File: config.mk
export PLATFORM = sky130hd
export DESIGN_NAME = pool_seq_ctrl
export DESIGN_NICKNAME = d
export VERILOG_FILES = /design/src/rtl/pool_seq_ctrl_pkg.sv /design/src/rtl/pool_seq_ctrl_max2x2.sv /design/src/rtl/pool_seq_ctrl.sv
export SDC_FILE = /design/constraint.sdc
export NUM_CORES = 1
export LEC_CHECK = 0
export ABC_AREA = 1
export CORE_MARGIN = 3
export CORE_UTILIZATION = 39
export CTS_CLUSTER_SIZE = 16
export DETAILED_ROUTE_END_ITERATION = 8
export GPL_TIMING_DRIVEN = 0
export PLACE_DENSITY = 0.66
export SYNTH_ARGS = -nofsm -noshare
export SYNTH_HDL_FRONTEND = slang
export SYNTH_SLANG_ARGS = --single-unit
File: constraint.sdc
create_clock -name clk -period 6.4 [get_ports clk]
set_clock_uncertainty 0.1 [all_clocks]
set_input_delay 1.28 -clock clk [delete_from_list [all_inputs] [get_ports clk]]
set_output_delay 1.28 -clock clk [all_outputs]
set_load 0.005 [all_outputs]
File: src/rtl/pool_seq_ctrl_pkg.sv
// Shared feature-path constants, layer-state encodings and the pool read-order decode.
// Pure definitions: no clocked logic and no flow control.
package pool_seq_ctrl_pkg;

   localparam int DATSIZE = 22;
   localparam int PARSIZE = 16;
   localparam int FPSHIFT = 8;

   typedef enum logic [3:0] {
      L_IDLE   = 4'b0000,
      L_READ   = 4'b0001,
      L_CONV1  = 4'b0010,
      L_POOL1  = 4'b0011,
      L_CONV2  = 4'b0100,
      L_POOL2  = 4'b0101,
      L_CONV3  = 4'b0110,
      L_POOL3  = 4'b0111,
      L_DENSE1 = 4'b1000
   } layer_state_t;

   localparam int POOL1_H = 16;
   localparam int POOL1_W = 16;
   localparam int POOL1_C = 16;
   localparam int POOL2_H = 8;
   localparam int POOL2_W = 8;
   localparam int POOL2_C = 32;
   localparam int POOL3_H = 2;
   localparam int POOL3_W = 2;
   localparam int POOL3_C = 64;

   typedef enum logic [1:0] {
      S_IDLE,
      S_RUN,
      S_DRAIN,
      S_FIN
   } seq_state_t;

   typedef enum logic [1:0] {
      M_POOL1,
      M_POOL2,
      M_POOL3
   } pool_mode_t;

   typedef struct packed {
      logic [5:0] ry;
      logic [5:0] rx;
      logic [6:0] rc;
      logic       ud;
      logic       clr;
      logic       last;
      logic [5:0] wy;
      logic [5:0] wx;
      logic [5:0] wc;
   } rd_req_t;

   function automatic logic [13:0] total_reads(input pool_mode_t mode);
      case (mode)
         M_POOL1: total_reads = 14'(2 * POOL1_H * POOL1_W * POOL1_C);
         M_POOL2: total_reads = 14'(2 * POOL2_H * POOL2_W * POOL2_C);
         default: total_reads = 14'(8 * POOL3_H * POOL3_W * POOL3_C);
      endcase
   endfunction

   // Every bound is a power of two, so the nested c/y/x/updown counters are exactly
   // bit fields of one linear read index; a field wrapping is the counter wrapping.
   function automatic rd_req_t decode_idx(input pool_mode_t mode, input logic [13:0] idx);
      rd_req_t r;
      r    = '0;
      r.ud = idx[0];
      case (mode)
         M_POOL1: begin
            r.rx = {2'b0, idx[4:1]};
            r.ry = {2'b0, idx[8:5]};
            r.rc = {3'b0, idx[12:9]};
         end
         M_POOL2: begin
            r.rx = {3'b0, idx[3:1]};
            r.ry = {3'b0, idx[6:4]};
            r.rc = {2'b0, idx[11:7]};
         end
         default: begin
            r.rx = {4'b0, idx[3], idx[1]};
            r.ry = {4'b0, idx[4], idx[2]};
            r.rc = {1'b0, idx[10:5]};
         end
      endcase
      if (mode == M_POOL3) begin
         r.clr  = (idx[2:0] == 3'b000);
         r.last = (idx[2:0] == 3'b111);
         r.wy   = {5'b0, idx[4]};
         r.wx   = {5'b0, idx[3]};
         r.wc   = idx[10:5];
      end else begin
         r.clr  = ~idx[0];
         r.last = idx[0];
         r.wy   = r.ry;
         r.wx   = r.rx;
         r.wc   = r.rc[5:0];
      end
      return r;
   endfunction

endpackage

File: src/rtl/pool_seq_ctrl_max2x2.sv
// Signed running max of two lanes per data cycle; i_clr restarts from the current pair.
// Result is registered: o_acc reflects the data one cycle after i_vld. No backpressure.
module pool_max2x2 import pool_seq_ctrl_pkg::*; #(
   parameter int W = DATSIZE
) (
   input  logic                clk,
   input  logic                rst_n,
   input  logic                i_vld,
   input  logic                i_clr,
   input  logic signed [W-1:0] i_lo,
   input  logic signed [W-1:0] i_hi,
   output logic signed [W-1:0] o_acc
);

   logic signed [W-1:0] r_acc;
   logic signed [W-1:0] w_pair;
   logic signed [W-1:0] w_max;

   always_comb begin
      w_pair = (i_hi > i_lo) ? i_hi : i_lo;
      w_max  = (i_clr || (w_pair > r_acc)) ? w_pair : r_acc;
   end

   always_ff @(posedge clk) begin
      if (!rst_n) begin
         r_acc <= '0;
      end else if (i_vld) begin
         r_acc <= w_max;
      end
   end

   assign o_acc = r_acc;

endmodule

File: src/rtl/pool_seq_ctrl.sv
// Sequences one max-pool layer per start: one double-pixel read per cycle, write 2 cycles after a window's last read.
// No backpressure: the buffers accept a read and a write every cycle; start is ignored while busy.
module pool_seq_ctrl #(
   parameter int DATSIZE = pool_seq_ctrl_pkg::DATSIZE,
   parameter int RD_LAT  = 1
) (
   input  logic                 clk,
   input  logic                 rst_n,
   input  logic [3:0]           state,
   input  logic                 start,
   output logic                 busy,
   output logic                 done,
   output logic                 err,
   output logic                 pool_read_en,
   output logic [5:0]           pool_read_y,
   output logic [5:0]           pool_read_x,
   output logic [6:0]           pool_read_c,
   output logic                 pool_read_updown,
   input  logic [2*DATSIZE-1:0] pool_read_data,
   output logic                 conv_write_en,
   output logic [5:0]           conv_write_y,
   output logic [5:0]           conv_write_x,
   output logic [5:0]           conv_write_c,
   output logic [DATSIZE-1:0]   conv_write_data
);
   import pool_seq_ctrl_pkg::*;

   // Cycles between the final read and the final write.
   localparam int DRAIN_CYC = RD_LAT + 1;

   seq_state_t   r_st;
   pool_mode_t   r_mode;
   logic [13:0]  r_idx;
   logic [3:0]   r_drn;
   logic         r_busy;
   logic         r_done;
   logic         r_err;

   logic         r_rd_en;
   logic [5:0]   r_rd_y;
   logic [5:0]   r_rd_x;
   logic [6:0]   r_rd_c;
   logic         r_rd_ud;
   logic         r_s0_clr;
   logic         r_s0_last;
   logic [5:0]   r_s0_wy;
   logic [5:0]   r_s0_wx;
   logic [5:0]   r_s0_wc;

   logic         r_s1_vld;
   logic         r_s1_clr;
   logic         r_s1_last;
   logic [5:0]   r_s1_wy;
   logic [5:0]   r_s1_wx;
   logic [5:0]   r_s1_wc;

   logic         r_wr_en;
   logic [5:0]   r_wr_y;
   logic [5:0]   r_wr_x;
   logic [5:0]   r_wr_c;

   logic         w_sup;
   pool_mode_t   w_mode;
   rd_req_t      w_req;
   logic [DATSIZE-1:0] w_acc;

   always_comb begin
      w_sup  = 1'b1;
      w_mode = M_POOL1;
      case (state)
         L_POOL1: w_mode = M_POOL1;
         L_POOL2: w_mode = M_POOL2;
         L_POOL3: w_mode = M_POOL3;
         default: w_sup  = 1'b0;
      endcase
   end

   assign w_req = decode_idx(r_mode, r_idx);

   always_ff @(posedge clk) begin
      if (!rst_n) begin
         r_st      <= S_IDLE;
         r_mode    <= M_POOL1;
         r_idx     <= '0;
         r_drn     <= '0;
         r_busy    <= 1'b0;
         r_done    <= 1'b0;
         r_err     <= 1'b0;
         r_rd_en   <= 1'b0;
         r_rd_y    <= '0;
         r_rd_x    <= '0;
         r_rd_c    <= '0;
         r_rd_ud   <= 1'b0;
         r_s0_clr  <= 1'b0;
         r_s0_last <= 1'b0;
         r_s0_wy   <= '0;
         r_s0_wx   <= '0;
         r_s0_wc   <= '0;
      end else begin
         r_done <= 1'b0;
         case (r_st)
            S_IDLE: begin
               if (start && w_sup) begin
                  // First read (index 0) goes out directly; the counter continues from 1.
                  r_st      <= S_RUN;
                  r_mode    <= w_mode;
                  r_err     <= 1'b0;
                  r_busy    <= 1'b1;
                  r_idx     <= 14'd1;
                  r_rd_en   <= 1'b1;
                  r_rd_y    <= '0;
                  r_rd_x    <= '0;
                  r_rd_c    <= '0;
                  r_rd_ud   <= 1'b0;
                  r_s0_clr  <= 1'b1;
                  r_s0_last <= 1'b0;
                  r_s0_wy   <= '0;
                  r_s0_wx   <= '0;
                  r_s0_wc   <= '0;
               end else if (start) begin
                  r_st   <= S_FIN;
                  r_err  <= 1'b1;
                  r_done <= 1'b1;
               end
            end
            S_RUN: begin
               if (r_idx == total_reads(r_mode)) begin
                  r_st    <= S_DRAIN;
                  r_rd_en <= 1'b0;
                  r_drn   <= '0;
               end else begin
                  r_rd_en   <= 1'b1;
                  r_rd_y    <= w_req.ry;
                  r_rd_x    <= w_req.rx;
                  r_rd_c    <= w_req.rc;
                  r_rd_ud   <= w_req.ud;
                  r_s0_clr  <= w_req.clr;
                  r_s0_last <= w_req.last;
                  r_s0_wy   <= w_req.wy;
                  r_s0_wx   <= w_req.wx;
                  r_s0_wc   <= w_req.wc;
                  r_idx     <= r_idx + 14'd1;
               end
            end
            S_DRAIN: begin
               if (r_drn == 4'(DRAIN_CYC - 1)) begin
                  r_st   <= S_FIN;
                  r_busy <= 1'b0;
                  r_done <= 1'b1;
               end else begin
                  r_drn <= r_drn + 4'd1;
               end
            end
            default: r_st <= S_IDLE;
         endcase
      end
   end

   // Read-data stage: control travels one cycle behind the read so it lines up with the data.
   always_ff @(posedge clk) begin
      if (!rst_n) begin
         r_s1_vld  <= 1'b0;
         r_s1_clr  <= 1'b0;
         r_s1_last <= 1'b0;
         r_s1_wy   <= '0;
         r_s1_wx   <= '0;
         r_s1_wc   <= '0;
         r_wr_en   <= 1'b0;
         r_wr_y    <= '0;
         r_wr_x    <= '0;
         r_wr_c    <= '0;
      end else begin
         r_s1_vld  <= r_rd_en;
         r_s1_clr  <= r_s0_clr;
         r_s1_last <= r_s0_last;
         r_s1_wy   <= r_s0_wy;
         r_s1_wx   <= r_s0_wx;
         r_s1_wc   <= r_s0_wc;
         r_wr_en   <= r_s1_vld & r_s1_last;
         if (r_s1_vld && r_s1_last) begin
            r_wr_y <= r_s1_wy;
            r_wr_x <= r_s1_wx;
            r_wr_c <= r_s1_wc;
         end
      end
   end

   pool_max2x2 #(.W(DATSIZE)) u_max (
      .clk   (clk),
      .rst_n (rst_n),
      .i_vld (r_s1_vld),
      .i_clr (r_s1_clr),
      .i_lo  (pool_read_data[DATSIZE-1:0]),
      .i_hi  (pool_read_data[2*DATSIZE-1:DATSIZE]),
      .o_acc (w_acc)
   );

   assign busy             = r_busy;
   assign done             = r_done;
   assign err              = r_err;
   assign pool_read_en     = r_rd_en;
   assign pool_read_y      = r_rd_y;
   assign pool_read_x      = r_rd_x;
   assign pool_read_c      = r_rd_c;
   assign pool_read_updown = r_rd_ud;
   assign conv_write_en    = r_wr_en;
   assign conv_write_y     = r_wr_y;
   assign conv_write_x     = r_wr_x;
   assign conv_write_c     = r_wr_c;
   assign conv_write_data  = w_acc;

endmodule
==> results.json, run 1 <==
{
  "startpoint_type": "input pin",
  "insertion_delay_ns": 0.36,
  "period_share_pct": 74.8,
  "p_clk_share_pct": 27.8,
  "die_w_um": 133,
  "die-area_sq_mm": 0.0178,
  "vias": 5865,
  "grt_max_degree": 21,
  "combPwrFrac_pct": 33.6,
  "startpoint": "pool_read_data[21]",
  "yosys-top-cells-area": "dfxtp_1 35%, nand2_1 13%, ha_1 10%",
  "first_pass_iters": 5,
  "gr-total-overflow": 0,
  "cts_hold_buf": 0,
  "row_count": 45,
  "r2r_start": "r_idx[1]",
  "worstHoldStart": "r_s0_clr",
  "ys_top_cells_by_count": "219 x nand2_1, 126 x inv_1, 111 x dfxtp_1",
  "io_pins": 116,
  "avgSynthCellArea_sq_um": 7.04,
  "numCtsBuffers": 9,
  "required_ns": 6.56,
  "nFillCells": 1569,
  "multi_input_area_sq_mm": 0.00335,
  "cell_internal_pwr_w": 0.00127,
  "drt-total-wl_um": 16100,
  "track_usage_pct": 18.1,
  "drtAntennaViolNets": 0,
  "wl_per_cell_um": 13.0,
  "cp_slowest_cell": "clkdlybuf4s50_1",
  "total_power_w": 0.00198,
  "grt_pass1_vias": 5394,
  "crit_buf_inv": 4,
  "p_seq_share_pct": 38.7,
  "r2r-end": "r_s0_wc[1]",
  "critPathArrivalTime_ns": 4.94,
  "port_buffers": 106,
  "rrSetupSlack_ns": 4.09,
  "synth_edf_count": 0,
  "p_sw_share_pct": 35.6,
  "num-nets-final": 1126,
  "initial_core_util_pct": 40.7,
  "worst-setup-path-type": "input pin to register",
  "die_h_um": 133,
  "clock_sinks": 111,
  "crit_top_cell": "nand2_1",
  "grt_pass1_wl_um": 26400,
  "htree_levels": 3,
  "n_antenna_cell": 0,
  "ys_warn_count": 0,
  "drtIter0Drc": 381,
  "post-place-cells": 1222,
  "finalHoldViolations": 0,
  "yosysUniqueCellTypes": 47,
  "endpoint_kind": "register",
  "viasPerCell": 4.74,
  "antenna_found_initial": 0,
  "rr_worst_depth": 14,
  "hold_path.class": "register to register",
  "synthCells": 897,
  "crit_path_max_incr_delay_ns": 0.49,
  "ir_drop_mv": 0.201,
  "area_growth_pct": 26.1,
  "holdPathStages": 2,
  "yosys.area.top_type": "dfxtp_1",
  "synth-seq-cells": 111,
  "maxCapViolCount": 0,
  "synth_top_area_share_pct": 35.2,
  "relSlewSlack_pct": 58.2,
  "cp_max_fo": 10,
  "synthFlopType": "dfxtp_1",
  "core_area_sq_mm": 0.0155,
  "fin_tns_setup_ns": 0,
  "finalNonFillerCells": 1238,
  "worst-slew-pin-transition_ns": 0.626,
  "rsz0062_at_grt": "false",
  "gp_congestion": 0.908,
  "setup_viol": 0,
  "yosysMostFrequentCell": "nand2_1",
  "outcome": "finished clean",
  "leakagePower_nw": 3.85,
  "clockBufferDepth": 2,
  "post-cts-setup-buffers": 0,
  "synth_area_sq_mm": 0.00632,
  "crit_family": "simple AND/OR/NAND/NOR gates",
  "clkTransAtPathRegs_ns": 0.08,
  "async_flop_share_pct": 0,
  "cts_resized": 0,
  "hold_slack_ns": 0.323,
  "yosysSeqAreaShare_pct": 35.2,
  "hpwlAfterDp_um": 12600,
  "min_period_ns": 4.79,
  "finalMaxSlewViolations": 0,
  "root_buffer": "clkbuf_16",
  "drive_gt1_share_pct": 9.15,
  "timing.fmax_ghz": 0.209,
  "p_per_area_mw_per_mm2": 249,
  "p_sw_w": 0.000706,
  "min_to": "r_s1_clr",
  "cts_tree": "done",
  "final_util_pct": 51.2,
  "ff_latch_area_sq_mm": 0.00222,
  "drc": 0
}
[metrics by stage]
| step | area (sq um) | worst slack [ns] |
|---|---|---|
| detailed placement | 7670 | 1.29 |
| finish | 7960 | 1.61 |
| floorplan | 6350 | 2.24 |
| global route | 7960 | 1.24 |
| CTS | 7960 | 1.65 |
| global placement | 7670 | 1.31 |
[worst register-to-register path, cell delays in order (launching register included)]
cell	delay [ns]
dfxtp_1	0.38
inv_1	0.19
ha_1	0.17
inv_1	0.04
nor2_1	0.12
nand3_1	0.10
nor3_1	0.26
nand3_1	0.13
nand2_2	0.14
inv_2	0.05
nand2_1	0.08
inv_2	0.05
buf_6	0.14
nand3_1	0.14
o21ai_0	0.10
[layout make-up]
| type | instances | area share (%) |
|---|---|---|
| tap | 211 | 3.32 |
| multi-input combinational | 622 | 42.0 |
| sequential | 111 | 27.9 |
| clock buffer | 9 | 2.83 |
| buffer | 41 | 3.61 |
| clock inverter | 7 | 0.833 |
| timing repair buffer | 106 | 13.3 |
| inverter | 131 | 6.17 |
[routing by layer]
layer / track usage, % / vias to the layer above / wire length (um) / share of wire [%]
met4: 4.11 / 0 / 151 / 0.94
met5: 0 / - / 0 / 0
met1: 24.5 / 2628 / 7800 / 49
met3: 3.85 / 14 / 732 / 4.6
met2: 29.8 / 140 / 7380 / 46
li1: - / 3083 / - / -
[power groups by stage]
stage               Clock, W  Sequential (W)  Combinational [W]
floorplan                  0        0.000777           0.000454
detailed placement         0        0.000781           0.000665
CTS                 0.000569        0.000766           0.000669
finish              0.000550        0.000766           0.000665
global route        0.000595        0.000771           0.000755
global placement           0        0.000781           0.000660
[cells in the final DEF (no fill, tap or decap), types with 2 or more instances in the layout]
cell             instances
nand4_1                 15
nor3_2                   3
clkbuf_16                9
clkbuf_1                10
nand2_1                219
a21oi_1                 40
nand3_1                 53
nor3b_1                  3
inv_6                    2
xor2_1                   4
nand4_2                  2
inv_1                  126
o21ai_1                  5
nor2_1                 109
o211ai_1                 3
clkbuf_8                 2
o21ai_0                 36
o22ai_1                  8
dfxtp_1                111
buf_4                    9
nand2_2                 21
buf_6                    9
nand3_2                  3
conb_1                   9
nand2_4                  4
buf_2                    7
buf_1                    3
o2111ai_1                3
a31oi_1                  2
nor3_1                   7
ha_1                    53
clkdlybuf4s50_1        106
inv_2                    5
a21o_1                   2
nor2_2                   4
[how the worst max path moves through the flow]
stage / endpoint / slack [ns] / depth (start not counted)
4_1_cts: u_max.o_acc[18] / 1.65 / 26
3_5_place_dp: u_max.o_acc[18] / 1.29 / 26
2_1_floorplan: u_max.o_acc[10] / 2.24 / 28
6_report: u_max.o_acc[18] / 1.61 / 26
3_3_place_gp: u_max.o_acc[9] / 1.31 / 26
5_1_grt: u_max.o_acc[17] / 1.24 / 27
[flip-flops by register name (all words and copies together) (netlist names), 6 cells and up]
signal        cells
conv_write_c      6
r_s1_wc           6
pool_read_c       6
u_max.o_acc      22
r_s0_wc           6
r_idx            14
[cells by family (layout without fill, tap and decap cells)]
kind of cell / count (synthesis) / count (layout) / synth area share (%)
xor+xnor: 6 / 6 / 0.951
compound gates: 108 / 108 / 9.88
other cells: 1 / 9 / 0.0594
simple gates: 446 / 446 / 31.1
buf+inv: 172 / 294 / 12.3
fa+ha+maj: 53 / 53 / 10.5
flops: 111 / 111 / 35.2
(Power assumes the default switching activity.)
==> run 2: changes to the inputs <==
==> constraint.sdc (replaced) <==
create_clock -name clk -period 4.9 [get_ports clk]
set_clock_uncertainty 0.1 [all_clocks]
set_input_delay 0.98 -clock clk [delete_from_list [all_inputs] [get_ports clk]]
set_output_delay 0.98 -clock clk [all_outputs]
set_load 0.005 [all_outputs]
==> results of run 2 <==
The final DEF is identical to that of run 1. Status: finished clean.
Among the figures that moved: setup slack after placement 1.29 ns -> 0.0930 ns; setup slack after layout 1.61 ns -> 0.413 ns; register-to-register setup slack 4.09 ns -> 2.59 ns; total power 0.00198 W -> 0.00259 W; worst IR drop on VDD 0.201 mV -> 0.262 mV
==> run 3: changes to the inputs <==
--- a/config.mk
+++ b/config.mk
@@ -11,7 +11,7 @@
 export CTS_CLUSTER_SIZE = 16
 export DETAILED_ROUTE_END_ITERATION = 8
 export GPL_TIMING_DRIVEN = 0
-export PLACE_DENSITY = 0.66
+export PLACE_DENSITY = 0.64
 export SYNTH_ARGS = -nofsm -noshare
 export SYNTH_HDL_FRONTEND = slang
 export SYNTH_SLANG_ARGS = --single-unit
==> run 3 against run 2 <==
Sequential share of layout area fell by 0.10 points. Wire length fell by 1.2%. Critical path depth rose by 4. Die area did not move. Worst hold slack improved by 0.0034 ns. Non-clock buffer count did not move. Utilization rose by 0.19 points. Critical path type unchanged.
==> results.json, run 3 (same netlist as run 1, synthesis figures left out) <==
{
  "outcome": "finished clean",
  "critPathArrivalTime_ns": 4.69,
  "rsz0062_at_grt": "false",
  "r2r_start": "r_idx[1]",
  "r2r-end": "r_s0_wc[1]",
  "clockBufferDepth": 2,
  "cts_tree": "done",
  "clock_sinks": 111,
  "endpoint_kind": "register",
  "insertion_delay_ns": 0.35,
  "cp_max_fo": 10,
  "crit_top_cell": "nand2_1",
  "worstHoldStart": "r_s0_clr",
  "die_w_um": 133,
  "min_to": "r_s1_clr",
  "finalMaxSlewViolations": 0,
  "holdPathStages": 2,
  "rrSetupSlack_ns": 2.53,
  "root_buffer": "clkbuf_16",
  "final_common_cell": "nand2_1",
  "leakagePower_nw": 3.86,
  "relSlewSlack_pct": 60.6,
  "track_usage_pct": 18.2,
  "setup_viol": 0,
  "drtIter0Drc": 390,
  "viasPerCell": 4.68,
  "first_pass_iters": 5,
  "vias": 5790,
  "required_ns": 5.08,
  "htree_levels": 3,
  "maxCapViolCount": 0,
  "io_pins": 116,
  "die-area_sq_mm": 0.0178,
  "gr-total-overflow": 0,
  "cts_resized": 0,
  "row_count": 45,
  "post-cts-setup-buffers": 0,
  "p_per_area_mw_per_mm2": 331,
  "largest_register_ffs": 22,
  "worst-slew-pin-transition_ns": 0.591,
  "numCtsBuffers": 9,
  "die_h_um": 133,
  "num-nets-final": 1126,
  "min_period_ns": 4.50,
  "n_antenna_cell": 0,
  "fin_area_sq_mm": 0.00799,
  "period_share_pct": 91.9,
  "layout_common_cells": "219 x nand2_1, 126 x inv_1, 111 x dfxtp_1",
  "area_growth_pct": 26.5,
  "ff_latch_area_sq_mm": 0.00222,
  "grt_pass1_wl_um": 26800,
  "grt_max_degree": 19,
  "finalHoldViolations": 0,
  "wl_per_cell_um": 12.8,
  "placed_cell_area_sq_mm": 0.00767,
  "hold_path.class": "register to register",
  "rr_worst_depth": 14,
  "core_area_sq_mm": 0.0155,
  "initial_core_util_pct": 40.7,
  "gp_congestion": 0.919,
  "clkTransAtPathRegs_ns": 0.07,
  "port_buffers": 106,
  "cts_hold_buf": 0,
  "crit_path_max_incr_delay_ns": 0.49,
  "timing.fmax_ghz": 0.222,
  "fin_tns_setup_ns": 0,
  "multi_input_area_sq_mm": 0.00335,
  "drtAntennaViolNets": 0,
  "worst-setup-path-type": "input pin to register",
  "ir_drop_mv": 0.199,
  "cp_slowest_cell": "clkdlybuf4s50_1",
  "drive_gt1_share_pct": 9.06,
  "nFillCells": 1592,
  "drt-total-wl_um": 15900,
  "grt_pass1_vias": 5373,
  "hpwlAfterDp_um": 12500,
  "startpoint_type": "input pin",
  "drc": 0,
  "antenna_found_initial": 0
}
## run 3: changes by cell type in the layout (fill, tap and decap cells not counted), sizes merged
cell / previous run / this run
clkinv: 3 / 1
clkinvlp: 1 / 2
inv: 134 / 132
bufinv: 0 / 2
## run 3: through the flow
| step | instances | utilization (%) | hold WS (ns) | power, W | setup WS [ns] |
|---|---|---|---|---|---|
| finish | 1237 | 51.4 | 0.326 | 0.00265 | 0.395 |
| CTS | 1237 | 51.4 | 0.328 | 0.00268 | 0.436 |
| floorplan | 905 | - | 0.300 | 0.00161 | 1.04 |
| detailed placement | 1222 | 49.4 | 0.317 | 0.00189 | 0.0898 |
| global route | 1237 | 51.4 | 0.368 | 0.00284 | 0.0723 |
| global placement | 1222 | 49.4 | 0.308 | 0.00188 | 0.114 |
## run 3: critical path, delay by kind of cell
kind | cells | cell delay (ns)
buf+inv | 4 | 0.85
simple gates | 24 | 2.18
fa+ha+maj | 2 | 0.65
## run 3: layout make-up
class | count | share of cell area, %
repair buffers | 106 | 13.3
plain buffers | 41 | 3.60
clock inverters | 6 | 1.19
flip-flops and latches | 111 | 27.8
clock buffers | 9 | 2.82
well taps | 211 | 3.30
multi-input cells | 622 | 41.9
inverters | 131 | 6.15
## run 3: how the worst max path moves through the flow
stage / depth (start not counted) / startpoint / end / slack [ns]
finish: 30 / pool_read_data[21] / u_max.o_acc[9] / 0.40
floorplan: 28 / pool_read_data[21] / u_max.o_acc[10] / 1.04
CTS: 30 / pool_read_data[21] / u_max.o_acc[9] / 0.44
global placement: 29 / pool_read_data[21] / u_max.o_acc[9] / 0.11
detailed placement: 30 / pool_read_data[21] / u_max.o_acc[9] / 0.09
global route: 30 / pool_read_data[21] / u_max.o_acc[12] / 0.07
## run 3: where the power goes
group          internal (W)  leakage, nW  total [W]  switching [W]
registers          0.000962        0.897    0.00100      0.0000392
logic              0.000346         2.81   0.000870       0.000523
clock network      0.000449        0.150   0.000777       0.000327
## run 3: layer usage
metal / global-route usage [%] / share of wire (%) / vias to the layer above
met4: 3.26 / 0.71 / 0
met2: 29.9 / 47 / 140
li1: - / - / 3082
met5: 0 / 0 / -
met1: 25.5 / 48 / 2560
met3: 3.10 / 4.8 / 8
